<file path="src/rtl/pkt_dispatch_pkg.sv">
// Shared types and constants for the packet job dispatcher: the builder job
// record, the parser status word and the FSM state encodings.
package pkt_dispatch_pkg;

  localparam int ADDR_W   = 32;
  localparam int STATUS_W = 11;
  localparam int NUM_PB   = 2;

  typedef struct packed {
    logic [ADDR_W-1:0] addr_in;
    logic [3:0]        byte_cnt;
    logic [3:0]        pkt_type;
    logic              ecc_en;
    logic              crc_en;
    logic [1:0]        ins_ecc_err;
    logic              ins_crc_err;
    logic [3:0]        ecc_val;
    logic [7:0]        crc_val;
    logic [2:0]        sop_val;
    logic [3:0]        data_sel;
    logic [ADDR_W-1:0] addr_out;
  } pb_job_t;

  typedef struct packed {
    logic       ecc_corr;
    logic       ecc_uncorr;
    logic       crc_err;
    logic [3:0] byte_cnt;
    logic [3:0] pkt_type;
  } pp_status_t;

  typedef logic [1:0] pb_state_t;
  typedef logic [1:0] pp_state_t;

  localparam pb_state_t PB_IDLE  = 2'd0;
  localparam pb_state_t PB_START = 2'd1;
  localparam pb_state_t PB_WAIT  = 2'd2;
  localparam pb_state_t PB_DONE  = 2'd3;

  localparam pp_state_t PP_IDLE  = 2'd0;
  localparam pp_state_t PP_START = 2'd1;
  localparam pp_state_t PP_WAIT  = 2'd2;
  localparam pp_state_t PP_RESP  = 2'd3;

  // Result word handed back to the host: builder index on top of the status.
  function automatic logic [STATUS_W:0] pack_result(input logic src_id, input pp_status_t status);
    return {src_id, status};
  endfunction

endpackage

</file>
<file path="src/rtl/job_fifo.sv">
// Small synchronous show-ahead FIFO holding pending builder jobs; the head
// entry is visible combinationally so a grant can load it in the same cycle.
module job_fifo #(
  parameter int DEPTH = 4,
  parameter int WIDTH = 96,
  localparam int PTR_W = $clog2(DEPTH)
) (
  input  logic             clk,
  input  logic             reset,
  input  logic             push,
  input  logic [WIDTH-1:0] push_data,
  input  logic             pop,
  output logic [WIDTH-1:0] head_data,
  output logic             full,
  output logic             empty,
  output logic [PTR_W:0]   count
);

  logic [WIDTH-1:0] mem [DEPTH];
  logic [PTR_W-1:0] wr_ptr_reg;
  logic [PTR_W-1:0] rd_ptr_reg;
  logic [PTR_W:0]   count_reg;
  logic             do_push;
  logic             do_pop;

  assign do_push = push && !full;
  assign do_pop  = pop && !empty;

  always_ff @(posedge clk) begin
    if (do_push) begin
      mem[wr_ptr_reg] <= push_data;
    end
  end

  // Pointers wrap naturally because DEPTH is a power of two.
  always_ff @(posedge clk) begin
    if (reset) begin
      wr_ptr_reg <= '0;
      rd_ptr_reg <= '0;
      count_reg  <= '0;
    end else begin
      if (do_push) begin
        wr_ptr_reg <= wr_ptr_reg + 1'b1;
      end
      if (do_pop) begin
        rd_ptr_reg <= rd_ptr_reg + 1'b1;
      end
      case ({do_push, do_pop})
        2'b10:   count_reg <= count_reg + 1'b1;
        2'b01:   count_reg <= count_reg - 1'b1;
        default: count_reg <= count_reg;
      endcase
    end
  end

  assign head_data = mem[rd_ptr_reg];
  assign full      = (count_reg == (PTR_W + 1)'(DEPTH));
  assign empty     = (count_reg == '0);
  assign count     = count_reg;

endmodule

</file>
<file path="src/rtl/pkt_job_dispatcher.sv">
// Job dispatcher: queues build jobs, hands them round-robin to two packet
// builders, then runs the parser on each finished packet and returns its status.
module pkt_job_dispatcher
  import pkt_dispatch_pkg::*;
#(
  parameter int JOB_DEPTH = 4
) (
  input  logic                clk,
  input  logic                reset,
  input  logic                job_valid_i,
  output logic                job_ready_o,
  input  pb_job_t             job_i,
  output pb_job_t             pb0_cfg_o,
  output logic                pb0_start_o,
  input  logic                pb0_busy_i,
  input  logic                pb0_irq_i,
  output pb_job_t             pb1_cfg_o,
  output logic                pb1_start_o,
  input  logic                pb1_busy_i,
  input  logic                pb1_irq_i,
  input  logic                ignore_ecc_err_i,
  output logic [ADDR_W-1:0]   pp_addr_hdr_o,
  output logic                pp_ignore_ecc_err_o,
  output logic                pp_start_o,
  input  logic                pp_busy_i,
  input  logic                pp_irq_i,
  input  logic [STATUS_W-1:0] pp_status_i,
  output logic                res_valid_o,
  input  logic                res_ready_i,
  output logic [STATUS_W:0]   res_o
);

  localparam int CNT_W = $clog2(JOB_DEPTH) + 1;

  pb_job_t           fifo_head;
  logic              fifo_full;
  logic              fifo_empty;
  logic [CNT_W-1:0]  fifo_count;
  logic              fifo_pop;

  logic [NUM_PB-1:0] busy_vec;
  logic [NUM_PB-1:0] irq_vec;
  logic [NUM_PB-1:0] idle_vec;
  logic [NUM_PB-1:0] done_vec;
  logic [NUM_PB-1:0] start_vec;
  logic [NUM_PB-1:0] eligible_vec;
  logic [NUM_PB-1:0] grant_vec;
  logic [NUM_PB-1:0] release_vec;
  pb_job_t           cfg_arr [NUM_PB];
  logic              rr_reg;

  job_fifo #(
    .DEPTH (JOB_DEPTH),
    .WIDTH ($bits(pb_job_t))
  ) u_job_fifo (
    .clk       (clk),
    .reset     (reset),
    .push      (job_valid_i),
    .push_data (job_i),
    .pop       (fifo_pop),
    .head_data (fifo_head),
    .full      (fifo_full),
    .empty     (fifo_empty),
    .count     (fifo_count)
  );

  assign job_ready_o = !fifo_full;

  assign busy_vec = {pb1_busy_i, pb0_busy_i};
  assign irq_vec  = {pb1_irq_i, pb0_irq_i};

  for (genvar gi = 0; gi < NUM_PB; gi++) begin : g_pb
    pb_state_t state_reg;
    pb_state_t state_next;
    pb_job_t   cfg_reg;

    always_comb begin
      state_next = state_reg;
      case (state_reg)
        PB_IDLE:  if (grant_vec[gi])   state_next = PB_START;
        PB_START: state_next = PB_WAIT;
        PB_WAIT:  if (irq_vec[gi])     state_next = PB_DONE;
        PB_DONE:  if (release_vec[gi]) state_next = PB_IDLE;
        default:  state_next = PB_IDLE;
      endcase
    end

    // cfg is only reloaded on a grant, so it stays valid through DONE for the parser.
    always_ff @(posedge clk) begin
      if (reset) begin
        state_reg <= PB_IDLE;
        cfg_reg   <= '0;
      end else begin
        state_reg <= state_next;
        if (grant_vec[gi]) begin
          cfg_reg <= fifo_head;
        end
      end
    end

    assign idle_vec[gi]  = (state_reg == PB_IDLE);
    assign done_vec[gi]  = (state_reg == PB_DONE);
    assign start_vec[gi] = (state_reg == PB_START);
    assign cfg_arr[gi]   = cfg_reg;
  end

  assign pb0_cfg_o   = cfg_arr[0];
  assign pb1_cfg_o   = cfg_arr[1];
  assign pb0_start_o = start_vec[0];
  assign pb1_start_o = start_vec[1];

  // rr_reg names the builder preferred when both are free; it flips past each grant.
  assign eligible_vec = idle_vec & ~busy_vec & {NUM_PB{!fifo_empty}};

  always_comb begin
    grant_vec = '0;
    if (&eligible_vec) begin
      grant_vec[rr_reg] = 1'b1;
    end else if (eligible_vec[0]) begin
      grant_vec[0] = 1'b1;
    end else if (eligible_vec[1]) begin
      grant_vec[1] = 1'b1;
    end
  end

  assign fifo_pop = (|grant_vec) && (fifo_count != '0);

  always_ff @(posedge clk) begin
    if (reset) begin
      rr_reg <= 1'b0;
    end else if (grant_vec[0]) begin
      rr_reg <= 1'b1;
    end else if (grant_vec[1]) begin
      rr_reg <= 1'b0;
    end
  end

  pp_state_t           pp_state_reg;
  pp_state_t           pp_state_next;
  logic                pp_take;
  logic                pp_pick_src;
  logic                pp_src_reg;
  logic [ADDR_W-1:0]   pp_addr_hdr_reg;
  logic                pp_ignore_reg;
  logic [STATUS_W:0]   res_reg;

  // Fixed priority: pb0 wins whenever both builders are waiting.
  assign pp_take     = (pp_state_reg == PP_IDLE) && (|done_vec) && !pp_busy_i;
  assign pp_pick_src = !done_vec[0];

  always_comb begin
    release_vec = '0;
    if (pp_take) begin
      release_vec[pp_pick_src] = 1'b1;
    end
  end

  always_comb begin
    pp_state_next = pp_state_reg;
    case (pp_state_reg)
      PP_IDLE:  if (pp_take)     pp_state_next = PP_START;
      PP_START: pp_state_next = PP_WAIT;
      PP_WAIT:  if (pp_irq_i)    pp_state_next = PP_RESP;
      PP_RESP:  if (res_ready_i) pp_state_next = PP_IDLE;
      default:  pp_state_next = PP_IDLE;
    endcase
  end

  always_ff @(posedge clk) begin
    if (reset) begin
      pp_state_reg    <= PP_IDLE;
      pp_src_reg      <= 1'b0;
      pp_addr_hdr_reg <= '0;
      pp_ignore_reg   <= 1'b0;
      res_reg         <= '0;
    end else begin
      pp_state_reg <= pp_state_next;
      if (pp_take) begin
        pp_addr_hdr_reg <= cfg_arr[pp_pick_src].addr_out;
        pp_src_reg      <= pp_pick_src;
        pp_ignore_reg   <= ignore_ecc_err_i;
      end
      if ((pp_state_reg == PP_WAIT) && pp_irq_i) begin
        res_reg <= pack_result(pp_src_reg, pp_status_t'(pp_status_i));
      end
    end
  end

  assign pp_addr_hdr_o       = pp_addr_hdr_reg;
  assign pp_ignore_ecc_err_o = pp_ignore_reg;
  assign pp_start_o          = (pp_state_reg == PP_START);
  assign res_valid_o         = (pp_state_reg == PP_RESP);
  assign res_o               = res_reg;

endmodule

</file>
<file path="config.mk">
export PLATFORM = sky130hd
export DESIGN_NAME = pkt_job_dispatcher
export DESIGN_NICKNAME = d
export VERILOG_FILES = /design/src/rtl/pkt_dispatch_pkg.sv /design/src/rtl/job_fifo.sv /design/src/rtl/pkt_job_dispatcher.sv
export SDC_FILE = /design/constraint.sdc
export NUM_CORES = 1
export LEC_CHECK = 0
export CAP_MARGIN = 40
export CORE_MARGIN = 2
export CORE_UTILIZATION = 45
export DETAILED_ROUTE_END_ITERATION = 10
export DONT_BUFFER_PORTS = 1
export GPL_TIMING_DRIVEN = 0
export HOLD_SLACK_MARGIN = 0.12
export PLACE_DENSITY_LB_ADDON = 0.15
export SLEW_MARGIN = 20
export SYNTH_ARGS = -nofsm -noshare
export SYNTH_HDL_FRONTEND = slang
export SYNTH_SLANG_ARGS = --single-unit
</file>
<file path="constraint.sdc">
create_clock -name clk -period 7.5 [get_ports clk]
set_input_delay 0.375 -clock clk [delete_from_list [all_inputs] [get_ports clk]]
set_output_delay 0.375 -clock clk [all_outputs]
set_load 0.01 [all_outputs]
</file>
# --- After elaboration in Yosys (flattened, before gate mapping) ---
# Memories as Yosys holds them, arrays and structs flattened. A register that Yosys moved wholly into a read port is not among the register bits.
# Cells that the tools add are included.
classes:
  n_addsub: 4
  muxes: 31
  bitwise_logic: 4
  eq_ne: 21
  n_lt_le_gt_ge: 5
  reduce_logical: 25
op_table:
  columns: ["cell", "count"]
  rows:
  - ["$mux 32", 3]
  - ["$mux 2", 13]
  - ["$pmux 2 s4", 3]
  - ["$eq 2x2->1 const B", 7]
  - ["$ne 2x1->1 const B", 5]
  - ["$mux 1", 9]
  - ["$reduce_and 3->1", 3]
  - ["$eq 2x1->1 const B", 4]
  - ["$logic_and 1x1->1", 8]
  - ["$ne 2x2->1 const B", 4]
  - ["$logic_not 2->1", 3]
  - ["$pmux 3 s2", 1]
  - ["$add 2x1->2 const B", 2]
  - ["$and 2x2->2", 2]
  - ["$logic_not 1->1", 4]
  - ["$lt 1x2->1 const B", 2]
  - ["$reduce_bool 2->1", 2]
  - ["$reduce_or 2->1", 2]
  - ["$add 3x1->3 const B", 1]
  - ["$eq 3x3->1 const B", 1]
  - ["$logic_not 3->1", 1]
  - ["$reduce_bool 3->1", 1]
  - ["$sub 3x1->3 const B", 1]
  - ["$demux 1 s1", 2]
  - ["5 further kinds", 6]
word_totals:
  reg_bits: 252
  n_memories: 1
  output_inout_bits: 242
  ram_bits: 384
memory_table:
  columns: ["memory", "depth", "word_bits", "read_ports", "rd_clocked_by_memory_dff", "write_ports", "line_no", "rtl"]
  rows:
  - ["u_job_fifo.mem", 4, 96, 1, 1, 1, "job_fifo.sv:19", "logic [WIDTH-1:0] mem [DEPTH];"]

# --- Longest topological paths before layout ---
depth:
  depth_word: 11
  mapped_depth: 10

# --- Modules after synthesis ---
# From an unflattened synthesis, not the netlist that was laid out.
unflattened:
  cells_unflattened: 1665
  area_unflattened_um2: 23398.7
by_module_without_submodules:
  columns: ["module", "seq_area_each_um2", "area_per_inst_um2", "cells_per_inst", "instances"]
  rows:
  - ["job_fifo", 11711.2, 14313.7, 556, 1]
  - ["pkt_job_dispatcher", 4904.7, 9085.0, 1109, 1]

# --- Worst setup path before layout ---
# No wires, ideal clock.
synth_timing:
  path_kind: "reg2reg"
  start: "reg u_job_fifo.count_reg[0], in the netlist u_job_fifo.count[0]"
  end: "mem u_job_fifo.mem[0][0], enable pin"
  stages_incl_launch_ff: 3
  synth_period_minus_slack_ns: 3.425
  arrival_time_ns: 2.959
  slack_ns: 4.075
  cell_sequence: "dfxtp_1 -> or3b_1 -> and3_1"
synth_via:
  elab_chain_len: 5
synth_lines:
  columns: ["element", "line_no", "rtl"]
  rows:
  - ["start: declaration", "job_fifo.sv:22", "logic [PTR_W:0] count_reg;"]
  - ["start signal: assignment", "job_fifo.sv:49", "2'b10: count_reg <= count_reg + 1'b1;"]
  - ["start signal: assignment", "job_fifo.sv:50", "2'b01: count_reg <= count_reg - 1'b1;"]
  - ["start signal: assignment", "job_fifo.sv:51", "default: count_reg <= count_reg;"]
  - ["$eq 3x3->1", "job_fifo.sv:57", "assign full = (count_reg == (PTR_W + 1)'(DEPTH));"]
  - ["$logic_not 1->1", null, null]
  - ["via job_ready_o", "pkt_job_dispatcher.sv:11", "output logic job_ready_o,"]
  - ["$logic_and 1x1->1", "job_fifo.sv:26", "assign do_push = push && !full;"]
  - ["$mux 1", "job_fifo.sv:30", "if (do_push) begin"]
  - ["$mux 1 (not written as such)", "job_fifo.sv:31", "mem[wr_ptr_reg] <= push_data;"]
  - ["end: declaration", "job_fifo.sv:19", null]
# The timed path passes the listed nets, and every way through them passes these cells.

# --- Worst setup path after layout ---
layout_timing:
  start: "reg g_pb[1].state_reg[0]"
  end: "reg g_pb[0].cfg_reg, in the netlist pb0_cfg_o[80]"
layout_via:
  elab_chain_len: 5
layout_lines:
  columns: ["element", "line_no", "rtl"]
  rows:
  - ["start: declaration", "pkt_job_dispatcher.sv:73", "pb_state_t state_reg;"]
  - ["start signal: assignment", "pkt_job_dispatcher.sv:94", "state_reg <= state_next;"]
  - ["$logic_not 2->1", "pkt_job_dispatcher.sv:101", "assign idle_vec[gi] = (state_reg == PB_IDLE);"]
  - ["$and 2x2->2 (2 in a row)", "pkt_job_dispatcher.sv:113", "assign eligible_vec = idle_vec & ~busy_vec & {NUM_PB{!fifo_empty}};"]
  - ["$reduce_and 2->1", "pkt_job_dispatcher.sv:117", "if (&eligible_vec) begin"]
  - ["$mux 2", "pkt_job_dispatcher.sv:117", null]
  - ["end signal: assignment", "pkt_job_dispatcher.sv:96", "cfg_reg <= fifo_head;"]
  - ["end: declaration", "pkt_job_dispatcher.sv:75", "pb_job_t cfg_reg;"]
# Every way passes these cells.
# A chain may end at the register's enable or synchronous reset.

==> summary.txt <==
Status
  • Status: finished clean

Cells and area
  • Final nets: 1996
  • Most common cell after layout, fill and taps aside: nand2_1
  • Biggest register: u_job_fifo.mem
  • Commonest non-fill, non-tap cells in the layout: nand2_1, edfxtp_1, dfxtp_1, a21oi_1, dlygate4sd3_1
  • Fillers: about 4300
  • Finished Layout Cells: approximately 2600
  • FF+latch area: 0.0166 sq mm
  • Layout cells sized above 1: 14.4%
  • Area Growth Syn to Fin: 19.2%
  • Max FFs per register: 384
  • Multi-input logic area: a little over 0.006 sq mm

CTS
  • CTS tree: built
  • Root Buffer: clkbuf_16
  • CTS sink cnt: 638
  • Post-CTS Resized: 0
  • CTS buffer count: roughly 70
  • Clock slew at reported path FFs: 0.06 ns
  • Worst skew pair latency: 0.60 ns
  • Longest Clk Path Bufs: 3
  • H-tree Lvls: 3

Power and ir drop
  • Net Sw Power: between 3000 and 4000 uW
  • Clock share of power: 32.3%
  • Switching share of total power: 30.9%
  • Total power: roughly 10000 uW
  • PD cells: 363 mW/mm^2
  • VDD IR-drop max: around 240 uV
  • Seq pwr share: 47.2%
  • Leakage: 0.00902 uW
  • Pint: 6980 uW
  • Comb power frac: between 20% and 30%

Global route
  • Initial antenna violation count: 3
  • First-pass GRT wire length: roughly 89 mm
  • Remaining global-route overflow: 0
  • Number of global-route vias before repair: 14200
  • Largest net degree at the start of global routing: 44
  • Total GRT Usage: 22.4%

STA
  • RSZ-0062 raised after global routing: false
  • Worst rel slew slack: 42.7%
  • Measured slew at the worst slew-check pin: 0.859 ns
  • Post-Route Skew: approximately 0.019 ns
  • Final hold violation count: 0
  • Final worst-path cycle share: a little under two fifths
  • Final min period: 2.79 ns
  • Setup TNS: 0 ns
  • Fmax: between 300 and 400 MHz
  • Fin. max-slew vios: 0
  • Finish-stage setup viols: 0

Yosys
  • Mapped Cells: ~1700
  • YS warnings: 0
  • Syn_nets: 1800
  • Avg Inst Size Synth: 14.1 sq um
  • Mapped Area: 0.0233 sq mm
  • Synth unique cells: 38
  • Yosys reg bits: 638
  • Sequential area share after synthesis: 71.2%

Worst hold path
  • Worst min path class: primary input to flop

Worst setup path
  • Setup crit start kind: flop
  • CP Max Fanout: 10
  • Critical path type: flop to flop
  • Critical Path RT: approximately 8.0 ns
  • Worst setup EP type: flop
  • Worst EP arrival: between 3 and 4 ns

Detailed routing
  • Vias: roughly 14000
  • Post-Route WL: 59.9 mm
  • Routed len/inst: 23.1 microns
  • Via density: 5.38
  • 1st-pass router iterations: 5
  • Detailed Route Iter0 Violations: roughly 960
  • Final ANT Viol Nets: 0
  • DR DRC count: 0

Placed design
  • Port bufs: 0
  • DP HPWL: 40.7 mm
  • Placed insts: 2352
  • Routability cong.: 0.796

Die
  • # IOs: 360
  • Die Ht: 232 microns
  • Initial core utilization: 45.5%
  • Row cnt: 83
  • Die X: 232 microns
  • Core box area: a little over 0.05 sq mm
  • Full die area: 0.0537 sq mm

Run
  • MaxCap Viol Count: 0
==> what timing repair did <==
item                                   4_1_cts  5_1_grt
endpoints found under the hold margin      403        0
setup buffers                                0        0
hold buffers                               113        0
==> worst paths after layout <==
path | slack, ns | cells past startpoint | endpoint | start
max reg2reg | 4.71 | 8 | pb0_cfg_o[80] | g_pb[1].state_reg[0]
max | 4.71 | 8 | pb0_cfg_o[80] | g_pb[1].state_reg[0]
min reg2reg | 0.50 | 2 | res_o[11] | pp_src_reg
min | 0.18 | 3 | g_pb[1].state_reg[1] | pb1_busy_i
==> worst max-delay path: stages, from the launching register on <==
cell	delay, ns
dfxtp_1	0.39
inv_1	0.10
ha_1	0.24
nor2b_1	0.20
a211oi_4	0.74
buf_2	0.43
buf_2	0.32
nand2_1	0.13
a21oi_1	0.15
==> power by group through the flow <==
stage | sequential [uW] | clock [uW] | combinational [uW]
final | 4770 | 3260 | 2070
after global routing | 4830 | 3480 | 2290
after CTS | 4770 | 3340 | 2110
after detailed placement | 4850 | 0 | 2030
after global placement | 4890 | 0 | 1950
after floorplan | 4720 | 0 | 1400
==> stage by stage <==
| step | setup slack (ns) | util (%) | instance area, sq um | hold slack (ns) |
|---|---|---|---|---|
| floorplan | 4.07 | - | 23300 | 0.432 |
| global placement | 1.88 | 47.2 | 24200 | 0.474 |
| detailed placement | 4.71 | 47.7 | 24500 | 0.474 |
| CTS | 4.69 | 54.2 | 27800 | 0.125 |
| global route | 4.60 | 54.2 | 27800 | 0.204 |
| finish | 4.71 | 54.2 | 27800 | 0.182 |
==> logic make-up (layout without fill, tap and decap cells) <==
| logic type | after synthesis | in the layout | share of synthesized area, % |
|---|---|---|---|
| muxes | 132 | 132 | 10.8 |
| AOI/OAI and AO/OA | 260 | 260 | 6.07 |
| xor gates and xnor gates | 5 | 5 | 0.188 |
| DFF | 638 | 638 | 71.2 |
| buffers and inverters | 119 | 371 | 2.41 |
| other | 0 | 3 | 0 |
| adders and majority gates | 21 | 21 | 1.16 |
| and+or+nand+nor | 486 | 486 | 8.20 |
==> cell usage after synthesis (all sizes together) <==
master	instances	area share [%]
nand3	1	0.021
mux4	96	9.3
edfxtp	384	49
a21oi	212	4.5
inv	14	0.23
or3	3	0.080
xor2	2	0.075
a211o	1	0.038
nand4	2	0.054
o21ai	5	0.11
dfxtp	254	22
nor3	3	0.13
nor2b	4	0.11
fa	1	0.086
clkbuf	53	0.87
and2	2	0.054
nand2	412	6.6
nor2	46	0.74
a221oi	1	0.038
and3	5	0.13
a31o	1	0.038
o21bai	2	0.064
ha	20	1.1
nand2b	6	0.16
nor3b	1	0.054
buf	52	1.3
a2111oi	1	0.038
mux2i	36	1.5
or3b	1	0.038
xnor2	3	0.11
a211oi	36	1.2
a31oi	1	0.027
==> cell type report <==
class                      instances  area share [%]
antenna                            3          0.0270
buffer                           105            1.83
clock buffer                      91            7.09
clock inverter                    36           0.783
inverter                          14           0.189
multi-input combinational        904            22.3
sequential                       638            59.7
tap                              680            3.06
timing repair buffer             125            5.02
==> layer usage <==
| metal | track usage (%) | routed length [microns] | vias up |
|---|---|---|---|
| met4 | 7.71 | 1550 | 4 |
| met2 | 37.0 | 29100 | 413 |
| li1 | - | - | 6412 |
| met5 | 0 | 30 | - |
| met3 | 6.45 | 4610 | 93 |
| met1 | 28.4 | 24600 | 7042 |
Power figures use the tool's default switching activity.
